$ cat config.mk
export PLATFORM = sky130hd
export DESIGN_NAME = tic_toc
export DESIGN_NICKNAME = d
export VERILOG_FILES = /design/src/rtl/tic_toc_pkg.sv /design/src/rtl/tic_toc_edge_sync.sv /design/src/rtl/tic_toc.sv
export SDC_FILE = /design/constraint.sdc
export NUM_CORES = 1
export LEC_CHECK = 0
export CORE_ASPECT_RATIO = 1.2
export CORE_UTILIZATION = 59
export CTS_BUF_LIST = sky130_fd_sc_hd__clkbuf_8
export DETAILED_ROUTE_END_ITERATION = 12
export PLACE_DENSITY_LB_ADDON = 0.15
export SLEW_MARGIN = 10
export SYNTH_ARGS = -nofsm -noshare
export SYNTH_HDL_FRONTEND = slang
export SYNTH_HIERARCHICAL = 1
export SYNTH_SLANG_ARGS = --single-unit
$ cat constraint.sdc
create_clock -name Clk -period 3.35 [get_ports Clk]
set_clock_uncertainty 0.1 [all_clocks]
set_input_delay 0.5025 -clock Clk [delete_from_list [all_inputs] [get_ports Clk]]
set_output_delay 0.5025 -clock Clk [all_outputs]
set_load 0.02 [all_outputs]
$ cat src/rtl/tic_toc_pkg.sv
// Shared types and constants for the tic_toc period-measurement block.
package tic_toc_pkg;

  typedef enum logic {
    WAIT_TIC = 1'b0,
    COUNT    = 1'b1
  } tic_toc_state_e;

  localparam int unsigned TICTOC_WIDTH = 16;

  // A result equal to this value means "period >= 65535 cycles".
  localparam logic [TICTOC_WIDTH-1:0] TICTOC_SAT = '1;

endpackage

$ cat src/rtl/tic_toc_edge_sync.sv
// Optional SYNC_STAGES-deep synchronizer followed by a registered rising-edge detector.
// The synchronizer is compiled in only when TICTOC_INPUT_SYNC_EN is defined.
module tic_toc_edge_sync #(
  parameter int unsigned SYNC_STAGES = 2
) (
  input  logic clk,
  input  logic rst_n,
  input  logic async_in,
  output logic rise
);

  logic level;
  logic level_q;

  if (SYNC_STAGES < 2) begin : g_bad_stages
    $error("tic_toc_edge_sync: SYNC_STAGES must be at least 2");
  end

`ifdef TICTOC_INPUT_SYNC_EN
  logic [SYNC_STAGES-1:0] sync_q;

  always_ff @(posedge clk or negedge rst_n) begin
    if (!rst_n) begin
      sync_q <= '0;
    end else begin
      sync_q <= {sync_q[SYNC_STAGES-2:0], async_in};
    end
  end

  assign level = sync_q[SYNC_STAGES-1];
`else
  assign level = async_in;
`endif

  // Pulse is registered so a rise is seen one cycle after the conditioned level changes.
  always_ff @(posedge clk or negedge rst_n) begin
    if (!rst_n) begin
      level_q <= 1'b0;
      rise    <= 1'b0;
    end else begin
      level_q <= level;
      rise    <= level & ~level_q;
    end
  end

endmodule

$ cat src/rtl/tic_toc.sv
// Measures Clk cycles between consecutive TimeStamp rising edges and holds the
// result until acknowledged. Define TICTOC_INPUT_SYNC_EN to synchronize both inputs.
module tic_toc
  import tic_toc_pkg::*;
#(
  parameter int unsigned WIDTH       = TICTOC_WIDTH,
  parameter int unsigned SYNC_STAGES = 2
) (
  input  logic             Clk,
  input  logic             Reset,
  input  logic             TimeStamp,
  input  logic             TicToc_ASCII_TX_done,
  output logic [WIDTH-1:0] TicToc_Arr,
  output logic             TicToc_ready
);

  tic_toc_state_e   state;
  tic_toc_state_e   state_next;
  logic [WIDTH-1:0] count;
  logic [WIDTH-1:0] count_next;
  logic [WIDTH-1:0] measure;
  logic [WIDTH-1:0] arr_next;
  logic             ready_next;
  logic             capture;
  logic             load;
  logic             ts_rise;
  logic             done_rise;

  function automatic logic [WIDTH-1:0] sat_inc(input logic [WIDTH-1:0] value);
    return (value == '1) ? value : value + WIDTH'(1);
  endfunction

  tic_toc_edge_sync #(
    .SYNC_STAGES(SYNC_STAGES)
  ) u_ts_sync (
    .clk     (Clk),
    .rst_n   (Reset),
    .async_in(TimeStamp),
    .rise    (ts_rise)
  );

  tic_toc_edge_sync #(
    .SYNC_STAGES(SYNC_STAGES)
  ) u_done_sync (
    .clk     (Clk),
    .rst_n   (Reset),
    .async_in(TicToc_ASCII_TX_done),
    .rise    (done_rise)
  );

  always_comb begin
    state_next = state;
    count_next = count;
    capture    = 1'b0;
    case (state)
      WAIT_TIC: begin
        count_next = '0;
        if (ts_rise) begin
          state_next = COUNT;
        end
      end
      COUNT: begin
        if (ts_rise) begin
          capture    = 1'b1;
          count_next = '0;
        end else begin
          count_next = sat_inc(count);
        end
      end
      default: begin
        state_next = WAIT_TIC;
        count_next = '0;
      end
    endcase

    // The counter lags the true period by one, so the captured value is count+1.
    measure    = sat_inc(count);
    load       = capture & (~TicToc_ready | done_rise);
    arr_next   = load ? measure : TicToc_Arr;
    ready_next = load ? 1'b1 : (done_rise ? 1'b0 : TicToc_ready);
  end

  always_ff @(posedge Clk or negedge Reset) begin
    if (!Reset) begin
      state        <= WAIT_TIC;
      count        <= '0;
      TicToc_Arr   <= '0;
      TicToc_ready <= 1'b0;
    end else begin
      state        <= state_next;
      count        <= count_next;
      TicToc_Arr   <= arr_next;
      TicToc_ready <= ready_next;
    end
  end

endmodule

# Word level (Yosys, flattened, before mapping)
# Index checks and enable logic that the tools add are counted.
# word_totals
regBits	38
wordCells	27
output_inout_bits	17
input_bits	4
# op_classes
mux	8
add_sub_neg	1
eq_ne	1
bitwise	8
reduce_logical	1
# op_table
op	n
two-way mux 16 bit	2
case mux 16 bit (2 select lines)	1
adder 16 x 1 -> 16 bit (second input constant)	1
equality test 16 bit (second input constant)	1
two-way mux 1 bit	5
inverter 1 bit	4
AND 1 bit	3
nonzero test 2 bit	1
OR 1 bit	1

# Depth between registers and ports, before layout
# Gate-level depths: netlist of the first run.
# depth
ltp_word	4
depth_mapped	6
ltp_nobuf	6

# Cells and area by module
# Netlist of the first run, hierarchy kept.
# by_module_without_submodules
module	area_per_inst_um2	n_inst	seq_area_each_um2	cells_per_inst
tic_toc	1497.7	1	850.8	147
tic_toc_edge_sync	63.8	2	50.0	3

# Worst setup path before layout of the first run
# OpenSTA, ideal clock, no wires.
# synth_timing
path_type	reg-to-reg
from	register count[0]
to	register TicToc_Arr[9]
required_ns	3.123
setup_ns	0.127
arrival_ns	1.502
stages_incl_launch_ff	7
setup_slack_ns	1.621
synth_period_minus_slack_ns	1.729
path_cell_list	dfrtp_1 -> ha_1 -> nand3_1 -> or2_2 -> o211ai_1 -> xor2_1 -> o21ai_1
# synth_via
elab_chain_cells	2
elab_cells_between_ends	3
classes_between	1 x add/sub; 1 x eq/ne; 1 x mux
# synth_lines
element	line	source
start, declared	tic_toc.sv:19	logic [WIDTH-1:0] count;
start signal, assigned	tic_toc.sv:91	count <= count_next;
adder 16 x 1 -> 16 bit or equality test 16 bit (tied branches)	tic_toc.sv:30	return (value == '1) ? value : value + WIDTH'(1);
two-way mux 16 bit *	tic_toc.sv:30	
end signal, assigned	tic_toc.sv:92	TicToc_Arr <= arr_next;
end, declared	tic_toc.sv:13	output logic [WIDTH-1:0] TicToc_Arr,
# Every way passes the cells marked *; elsewhere a longest branch is shown, timed or not.
# A chain may end at the register's enable or synchronous reset.

# Final worst setup path of the first run
# Ends and elaborated chain as after synthesis.

==> results of run 1 <==
[sequential cells by signal, indices dropped and copies added, names as in the netlist]
name and cells:
TicToc_Arr 16, TicToc_ready 1, count 16, state 1, u_done_sync/level_q 1, u_done_sync/rise 1, u_ts_sync/level_q 1, u_ts_sync/rise 1
[routing by layer]
| metal | global-route usage (%) | share of wire [%] |
|---|---|---|
| met5 | 0 | 0 |
| met4 | 11.4 | 2.0 |
| met3 | 7.69 | 3.7 |
| met2 | 41.5 | 49 |
| met1 | 26.2 | 46 |
[layout make-up]
type / instances / area, um2
fill: 192 / 648
timing repair buffer: 21 / 208
clock inverter: 2 / 10.0
tap: 33 / 41.3
sequential: 38 / 951
multi-input combinational: 108 / 647
clock buffer: 5 / 68.8
inverter: 1 / 3.75
[how the worst max path moves through the flow]
stage / to / slack (ns)
after detailed placement: TicToc_Arr[9] / 1.41
after CTS: TicToc_Arr[9] / 1.38
after global placement: TicToc_Arr[9] / 1.51
after floorplan: TicToc_Arr[9] / 1.62
after global routing: TicToc_Arr[9] / 1.22
final: TicToc_Arr[9] / 1.39
[cell families (layout without fill, tap and decap cells)]
logic type / count (synthesis) / in the layout / synth area share, %
flops: 38 / 38 / 58.5
xor+xnor: 8 / 8 / 4.31
mux: 4 / 4 / 2.46
buf+inv: 7 / 29 / 1.69
simple gates: 65 / 65 / 20.9
fa+ha+maj: 1 / 1 / 0.770
compound gates: 30 / 30 / 11.4
[worst reg2reg max path: cells and delay by family (launching register included)]
| kind | cells | cell delay [ns] |
|---|---|---|
| simple gates | 2 | 0.54 |
| flops | 1 | 0.40 |
| compound gates | 2 | 0.32 |
| xor+xnor | 1 | 0.23 |
| fa+ha+maj | 1 | 0.22 |
[synthesized netlist by cell type]
| cell type | instances | area share (%) |
|---|---|---|
| dfrtp_1 | 38 | 59 |
| nand2_1 | 24 | 5.5 |
| nor2_1 | 20 | 4.6 |
| o21ai_0 | 14 | 4.3 |
| xnor2_1 | 6 | 3.2 |
| a21oi_1 | 4 | 1.2 |
| clkbuf_1 | 4 | 0.92 |
| mux2i_1 | 4 | 2.5 |
| nand3_1 | 4 | 1.2 |
| a21o_1 | 3 | 1.4 |
| nand4_1 | 3 | 1.2 |
| o21ai_1 | 3 | 0.92 |
| a31oi_1 | 2 | 0.77 |
| nand2b_1 | 2 | 0.77 |
| nor2b_4 | 2 | 1.7 |
| o211ai_1 | 2 | 0.92 |
| or2_2 | 2 | 0.77 |
| xor2_1 | 2 | 1.1 |
| and3_1 | 1 | 0.39 |
| and4_1 | 1 | 0.54 |
| buf_1 | 1 | 0.23 |
| clkbuf_2 | 1 | 0.31 |
| ha_1 | 1 | 0.77 |
| inv_1 | 1 | 0.23 |
| nand4_2 | 1 | 0.77 |
| nand4_4 | 1 | 1.3 |
| nor3_1 | 1 | 0.31 |
| nor3_2 | 1 | 0.62 |
| nor3b_2 | 1 | 0.77 |
| o31a_1 | 1 | 0.54 |
| o31ai_4 | 1 | 1.3 |
| or2_1 | 1 | 0.39 |
[where the power goes]
group | switching [W] | total (W) | leakage, nW | internal, W
Sequential | 0.0000361 | 0.000540 | 0.506 | 0.000504
Combinational | 0.0000901 | 0.000164 | 0.317 | 0.0000739
Clock | 0.000152 | 0.000291 | 0.0438 | 0.000139
Total | 0.000278 | 0.000995 | 0.867 | 0.000717
[through the flow]
step                std cells  utilization, %  area [um2]  hold WS [ns]  setup slack [ns]
global route              208            74.9        1930         0.360              1.22
CTS                       208            74.9        1930         0.347              1.38
global placement          201            71.8        1850         0.339              1.51
floorplan                 153               -        1630         0.107              1.62
detailed placement        201            71.8        1850         0.335              1.41
finish                    208            74.9        1930         0.344              1.39
[cell usage in the layout (no fill, tap or decap), types with 4 or more instances in the layout]
master           instances
nand2_1                 24
nor2_1                  20
o21ai_0                 14
nand3_1                  4
clkbuf_8                 5
clkdlybuf4s50_1         20
a21oi_1                  4
dfrtp_1                 38
xnor2_1                  6
mux2i_1                  4
==> out/results.txt, run 1 <==
Status - completed
Core Area - 2580 um2
Reg2Reg Launch Point - count[0]
Drt total wl - 2850 um
Worst skew pair latency - 0.29 ns
Crit path max-delay family - simple AND/OR/NAND/NOR gates
DRC - 0
Critical path arrival - 2.00 ns
RSZ-0062 raised after global routing - false
Crit share post-route - 58.6%
Max IR drop VDD - 0.000523 V
Aggregate global-route resource usage - 23.8%
Crit. Startpoint - count[0]
Via/cell ratio - 5.56
Total grt overflow - 0
Worst Setup Start Kind - flop
Reg2reg path depth - 6
Leakage Power - 0.867 nW
HPWL after DPL - 2010 um
DRT iter0 DRCs - 25
Die area - 2970 um2
Crit. End Element - flop
Clock buffer count from CTS - 5
Synthesis-stage register bit count - 38
Cell at the slowest stage of the critical path - dfrtp_1
Area growth syn-to-layout - 18.7%
CP Depth - 6
Fmax - 509 MHz
Initial Util - 63.1%
Synthesized Nets - 158
Syn_area_per_cell - 10.6 um2
CTS Hold Buffers Added - 0
Worst path cell trace - ha_1, nand3_1, or2_2, o211ai_1, xor2_1, o21ai_1
CTS Sinks - 38
Seq/Total Area, Yosys - 58.5%
Setup Fix Bufs, Post-CTS - 0
WHS Path Cells - 1
DR vias - 1157
Rel. slew slack - 32.2%
Syn Inst Count - 153
Design Power - 0.000995 W
IO Count - 21
ANT cells - 0
Largest stage delay, worst path - 0.40 ns
Tmin final - 1.96 ns
Routability cong. - 0.831
Hold Path End - u_ts_sync/rise
Antenna violations before repair - 0
Die width - 49.9 um
Layout cell share with drive strength beyond 1 - 9.71%
Power density over cell area - 516 nW/um2
Max Cap Violations - 0
DR WL/cell - 13.7 um
Clock root buffer master - clkbuf_8
Fin nets - 180
PortBufs - 20
Post-Syn Area - 1630 um2
Critical R2R Capture - TicToc_Arr[9]
Slew Limit Fails - 0
# H-tree levels - 2
Remaining antenna violation count - 0
Synth unique cells - 32
Final Setup Violations - 0
CTS resizes - 0
Buf/Inv on CP - 0
Worst slew pin tran - 1.01 ns
Global-route wire length before repair - 5080 um
CTS clk-pin slew, worst paths - 0.07 ns
CTS tree - built
Vias in the first global route - 1167
Synth warnings - 6
Final Hold Vio Count - 0
Clk buf depth - 2
Largest net degree at the start of global routing - 33
Router iterations before antenna repair - 4
Die span in y - 59.5 um
WS Path Type - reg2reg
R2R Setup Slk - 1.39 ns
Rows - 20
WP data required - 3.39 ns
Worst Path Max Fanout - 5
Hold Crit Class - reg2reg
Worst hold start - u_ts_sync/level_q
TNS Setup - 0 ns
No activity file was read; power rests on OpenSTA's default activity.
==> inputs of run 2 (changes only) <==
--- a/config.mk
+++ b/config.mk
@@ -6,7 +6,7 @@
 export NUM_CORES = 1
 export LEC_CHECK = 0
 export CORE_ASPECT_RATIO = 1.2
-export CORE_UTILIZATION = 59
+export CORE_UTILIZATION = 56
 export CTS_BUF_LIST = sky130_fd_sc_hd__clkbuf_8
 export DETAILED_ROUTE_END_ITERATION = 12
 export PLACE_DENSITY_LB_ADDON = 0.15
==> constraint.sdc (replaced) <==
create_clock -name Clk -period 1.95 [get_ports Clk]
set_clock_uncertainty 0.1 [all_clocks]
set_input_delay 0.2925 -clock Clk [delete_from_list [all_inputs] [get_ports Clk]]
set_output_delay 0.2925 -clock Clk [all_outputs]
set_load 0.02 [all_outputs]
==> run 2 against run 1 <==
  * Via count increased by 3.4%
  * Register-to-register slack worse by 1.3 ns
  * Flip-flop and latch count did not move
  * Power up 86%
  * Count of clock-buffer cells in the layout stayed put
  * Maximum frequency grew 7.5%
  * Combinational power up 79%
  * Die area up 5.2%
  * Sequential power rose by 73%
  * Critical path type unchanged
  * Largest cell class unchanged
==> out/results.txt, run 2 (synthesis results as in run 1) <==
PortBufs - 20 (unchanged)
Design Power - 0.00185 W (+86%)
CTS Sinks - 38 (unchanged)
Aggregate global-route resource usage - 21.7% (-2.1 points)
Worst path cell trace - ha_1, nand3_1, or2_2, o211ai_1, xor2_1, o21ai_1
Worst skew pair latency - 0.28 ns (about the same)
HPWL after DPL - 2080 um (+3.3%)
Worst slew pin tran - 0.631 ns (-0.383 ns)
CTS Hold Buffers Added - 1 (+1)
WP data required - 2.02 ns (-1.37 ns)
# H-tree levels - 2 (unchanged)
Commonest cells after routing, fill and taps aside - 38 x dfrtp_1, 24 x nand2_1, 20 x nor2_1
Slew Limit Fails - 0 (unchanged)
Fin cells - 215 (+3.4%)
DRT iter0 DRCs - 30 (+20%)
# fillers - 222 (+16%)
Fin nets - 185 (+2.8%)
Final Hold Vio Count - 0 (unchanged)
Crit. End Element - flop
Buf/Inv on CP - 0 (unchanged)
Cell at the slowest stage of the critical path - dfrtp_1
Rel. slew slack - 57.9% (+26 points)
Final Util - 71.6% (-3.3 points)
Area growth syn-to-layout - 22.6%
Die area - 3120 um2 (+5.2%)
Setup Fix Bufs, Post-CTS - 0 (unchanged)
Initial Util - 58.4% (-4.7 points)
Max IR drop VDD - 0.000889 V (+70%)
Crit path max-delay family - simple AND/OR/NAND/NOR gates
Core Area - 2790 um2 (+8.1%)
Fmax - 548 MHz (+7.5%)
Largest net degree at the start of global routing - 39 (+18%)
Final Setup Violations - 0 (unchanged)
Largest stage delay, worst path - 0.41 ns (about the same)
Vias in the first global route - 1102 (-5.6%)
Routability cong. - 0.803 (-3.4%)
Reg area - 951 um2 (unchanged)
Antenna violations before repair - 0 (unchanged)
Leakage Power - 0.906 nW (+4.4%)
Crit share post-route - 93.6% (+35 points)
Layout cell share with drive strength beyond 1 - 11.6% (+1.9 points)
Tmin final - 1.83 ns (-0.138 ns)
Largest regs - TicToc_Arr: 16 flops, count: 16 flops
RSZ-0062 raised after global routing - false
DR vias - 1196 (+3.4%)
Clk buf depth - 2 (unchanged)
Rows - 21 (+5.0%)
Remaining antenna violation count - 0 (unchanged)
Via/cell ratio - 5.56 (about the same)
DR WL/cell - 13.5 um (-1.9%)
Placed Instances - 206 (+2.5%)
CTS clk-pin slew, worst paths - 0.07 ns (about the same)
R2R Setup Slk - 0.12 ns (-1.26 ns)
Power density over cell area - 929 nW/um2 (+80%)
Die span in y - 61.0 um (+2.6%)
Router iterations before antenna repair - 4 (unchanged)
Hold Crit Class - reg2reg
Most common cell after layout, fill and taps aside - dfrtp_1
Total grt overflow - 0 (unchanged)
Hold Slack - 0.345 ns (+0.000453 ns)
Critical path arrival - 1.89 ns (-0.11 ns)
Multi-input logic area - 647 um2 (unchanged)
Worst Path Max Fanout - 4 (-1)
Worst Setup Start Kind - flop
Global-route wire length before repair - 4700 um (-7.5%)
WS Path Type - reg2reg
Drt total wl - 2890 um (+1.4%)
ANT cells - 0 (unchanged)
TNS Setup - 0 ns (unchanged)
Die width - 51.2 um (+2.5%)
Clock root buffer master - clkbuf_8
Max Cap Violations - 0 (unchanged)
CTS tree - built
DRC - 0 (unchanged)
Status - completed
IO Count - 21 (unchanged)
CTS resizes - 0 (unchanged)
Clock buffer count from CTS - 5 (unchanged)
[run 2: routing by layer]
metal	GRT usage [%]	share of wire [%]	up-vias	wire (um)
met3	8.40	4.6	6	132
met4	10.7	2.0	0	59
li1	-	-	575	-
met5	0	0	-	0
met2	38.9	50	35	1450
met1	22.2	43	580	1250
[run 2: layout make-up]
type / instances / share of cell area [%]
sequential: 38 / 47.7
multi-input combinational: 108 / 32.5
clock inverter: 3 / 1.88
inverter: 1 / 0.188
timing repair buffer: 26 / 12.2
clock buffer: 5 / 3.45
tap: 34 / 2.13
[run 2: per-stage QoR]
stage	area, um2	setup WS [ns]
floorplan	1630	0.221
global placement	1880	0.198
detailed placement	1880	0.132
CTS	1990	0.125
global route	1990	0.000346
finish	1990	0.124
[run 2: report_power, final]
group | switching (W) | internal, W
Sequential | 0.0000678 | 0.000866
Combinational | 0.000160 | 0.000132
Clock | 0.000254 | 0.000372
[run 2: final timing paths]
check,start,endpoint,depth (start not counted)
hold reg to reg,u_ts_sync/level_q,u_ts_sync/rise,1
setup / recovery,count[0],TicToc_Arr[9],6
setup reg to reg,count[0],TicToc_Arr[9],6
hold / removal,u_ts_sync/level_q,u_ts_sync/rise,1
min in group asynchronous,Reset,TicToc_Arr[2],3
max in group asynchronous,Reset,TicToc_Arr[6],3
==> inputs of run 3 (changes only) <==
--- a/config.mk
+++ b/config.mk
@@ -10,6 +10,7 @@
 export CTS_BUF_LIST = sky130_fd_sc_hd__clkbuf_8
 export DETAILED_ROUTE_END_ITERATION = 12
 export PLACE_DENSITY_LB_ADDON = 0.15
+export SETUP_SLACK_MARGIN = 0.05
 export SLEW_MARGIN = 10
 export SYNTH_ARGS = -nofsm -noshare
 export SYNTH_HDL_FRONTEND = slang
==> run 3 against run 2 <==
  * Maximum frequency grew 0.57%
  * Clock power is essentially flat
  * Critical path depth is the same
  * Final area grew 0.44%
  * Non-clock buffer count is the same
  * Count of clock-buffer cells in the layout is the same
  * Combinational power grew 1%
  * Worst setup slack gained 0.010 ns
  * Power grew 0.17%
  * Largest power group unchanged
==> out/results.txt, run 3 (synthesis results as in run 1) <==
Worst skew pair latency - 0.28 ns (about the same)
Critical path arrival - 1.88 ns (about the same)
Crit. End Element - flop
DR vias - 1186 (-0.84%)
Clk buf depth - 2 (unchanged)
Status - completed
Hold Slack - 0.345 ns (-0.0000320 ns)
Sw frac - 26.0% (about the same)
CP Depth - 6 (unchanged)
Design Power - 0.00186 W (+0.17%)
Largest stage delay, worst path - 0.41 ns (about the same)
Die area - 3120 um2 (unchanged)
Die width - 51.2 um (unchanged)
Fmax - 551 MHz (+0.57%)
WHS Path Cells - 1 (unchanged)
ANT cells - 0 (unchanged)
Drt total wl - 2860 um (-1.2%)
Max Cap Violations - 0 (unchanged)
Fin cells - 215 (unchanged)
Core Area - 2790 um2 (unchanged)
Total grt overflow - 0 (unchanged)
Vias in the first global route - 1102 (unchanged)
HPWL after DPL - 2080 um (unchanged)
Crit path max-delay family - simple AND/OR/NAND/NOR gates
Comb power frac - 16.0% (+0.2 points)
TNS Setup - 0 ns (unchanged)
WS Path Type - reg2reg
Pre-CTS WS - 0.132 ns (unchanged)
Most common cell after layout, fill and taps aside - dfrtp_1
WP data required - 2.02 ns (about the same)
R2R Setup Slk - 0.13 ns (about the same)
Worst path cell trace - nand4_1, buf_4, nor2_1, nand2_1, mux2i_1, o21ai_0
Area growth syn-to-layout - 23.2%
P_int - 0.00137 W (+0.21%)
Worst Setup Start Kind - flop
CTS tree - built
DRT iter0 DRCs - 29 (-3.3%)
CTS Sinks - 38 (unchanged)
Slew Limit Fails - 0 (unchanged)
Clock root buffer master - clkbuf_8
Buf/Inv on CP - 1 (+1)
RSZ-0062 raised after global routing - true
Final Setup Violations - 0 (unchanged)
Antenna violations before repair - 0 (unchanged)
Clock power share - 33.7% (about the same)
Fin nets - 185 (unchanged)
Initial Util - 58.4% (unchanged)
Aggregate global-route resource usage - 21.7% (unchanged)
Clock buffer count from CTS - 5 (unchanged)
Power density over cell area - 927 nW/um2 (-0.27%)
IO Count - 21 (unchanged)
Rows - 21 (unchanged)
Tmin final - 1.82 ns (-0.0104 ns)
Worst slew pin tran - 0.625 ns (-0.00553 ns)
Max IR drop VDD - 0.000890 V (+0.12%)
Seq pwr share - 50.4% (about the same)
Largest net degree at the start of global routing - 39 (unchanged)
PortBufs - 20 (unchanged)
Final Hold Vio Count - 0 (unchanged)
Global-route wire length before repair - 4700 um (unchanged)
# H-tree levels - 2 (unchanged)
Setup Fix Bufs, Post-CTS - 0 (unchanged)
Commonest cells after routing, fill and taps aside - 38 x dfrtp_1, 24 x nand2_1, 20 x nor2_1
Leakage Power - 0.919 nW (+1.4%)
Cell at the slowest stage of the critical path - dfrtp_1
Placed Instances - 206 (unchanged)
Largest regs - TicToc_Arr: 16 flops, count: 16 flops
Worst Path Max Fanout - 4 (unchanged)
Post-route setup slack - 0.135 ns (+0.0104 ns)
Remaining antenna violation count - 0 (unchanged)
DRC - 0 (unchanged)
Crit share post-route - 93.1% (-0.54 points)
Layout cell share with drive strength beyond 1 - 12.2% (+0.55 points)
Reg2reg path depth - 6 (unchanged)
DR WL/cell - 13.3 um (-1.2%)
Switch Pwr - 0.000483 W (about the same)
Die span in y - 61.0 um (unchanged)
Hold Crit Class - reg2reg
CTS clk-pin slew, worst paths - 0.07 ns (about the same)
Routability cong. - 0.803 (unchanged)
Rel. slew slack - 58.3% (+0.37 points)
Via/cell ratio - 5.52 (-0.84%)
Router iterations before antenna repair - 4 (unchanged)
==> run 3: cell type report <==
class	count	area, um2
Tap cell	34	42.5
Timing Repair Buffer	26	243
Sequential cell	38	951
Multi-Input combinational cell	108	656
Clock inverter	3	37.5
Clock buffer	5	68.8
Fill cell	219	783
Inverter	1	3.75
==> run 3: power groups by stage <==
stage / combinational (W) / sequential [W] / clock (W)
2_1_floorplan: 0.000110 / 0.000982 / 0
3_3_place_gp: 0.000286 / 0.000938 / 0
3_5_place_dp: 0.000297 / 0.000943 / 0
4_1_cts: 0.000297 / 0.000931 / 0.000632
5_1_grt: 0.000325 / 0.000942 / 0.000672
6_report: 0.000297 / 0.000935 / 0.000624
==> run 3: repair_timing <==
item	CTS	global route
hold buffers	1	0
resized for setup	0	3
hold endpoints to repair	38	0
endpoints found under the setup margin	0	3
==> run 3: routing by layer <==
layer / track usage (%) / vias to the layer above / routed length (um)
met5: 0 / - / 0
met3: 8.40 / 6 / 115
met2: 38.9 / 24 / 1440
met4: 10.7 / 0 / 59
met1: 22.2 / 583 / 1250
li1: - / 573 / -
==> run 3: worst paths after layout <==
kind | startpoint | end
hold reg to reg | u_ts_sync/level_q | u_ts_sync/rise
setup / recovery | count[9] | TicToc_Arr[1]
min in group asynchronous | Reset | TicToc_Arr[2]
max in group asynchronous | Reset | count[6]
setup reg to reg | count[9] | TicToc_Arr[1]
hold / removal | u_ts_sync/level_q | u_ts_sync/rise
==> run 3: worst register-to-register path, stage by stage (launching register included) <==
cell     delay [ns]
dfrtp_1        0.41
nand4_1        0.22
buf_4          0.21
nor2_1         0.23
nand2_1        0.17
mux2i_1        0.24
o21ai_0        0.12
==> run 3: through the flow <==
| step | util [%] | area (um2) |
|---|---|---|
| floorplan | - | 1630 |
| global route | 71.9 | 2000 |
| global placement | 67.4 | 1880 |
| finish | 71.9 | 2000 |
| detailed placement | 67.4 | 1880 |
| CTS | 71.6 | 1990 |
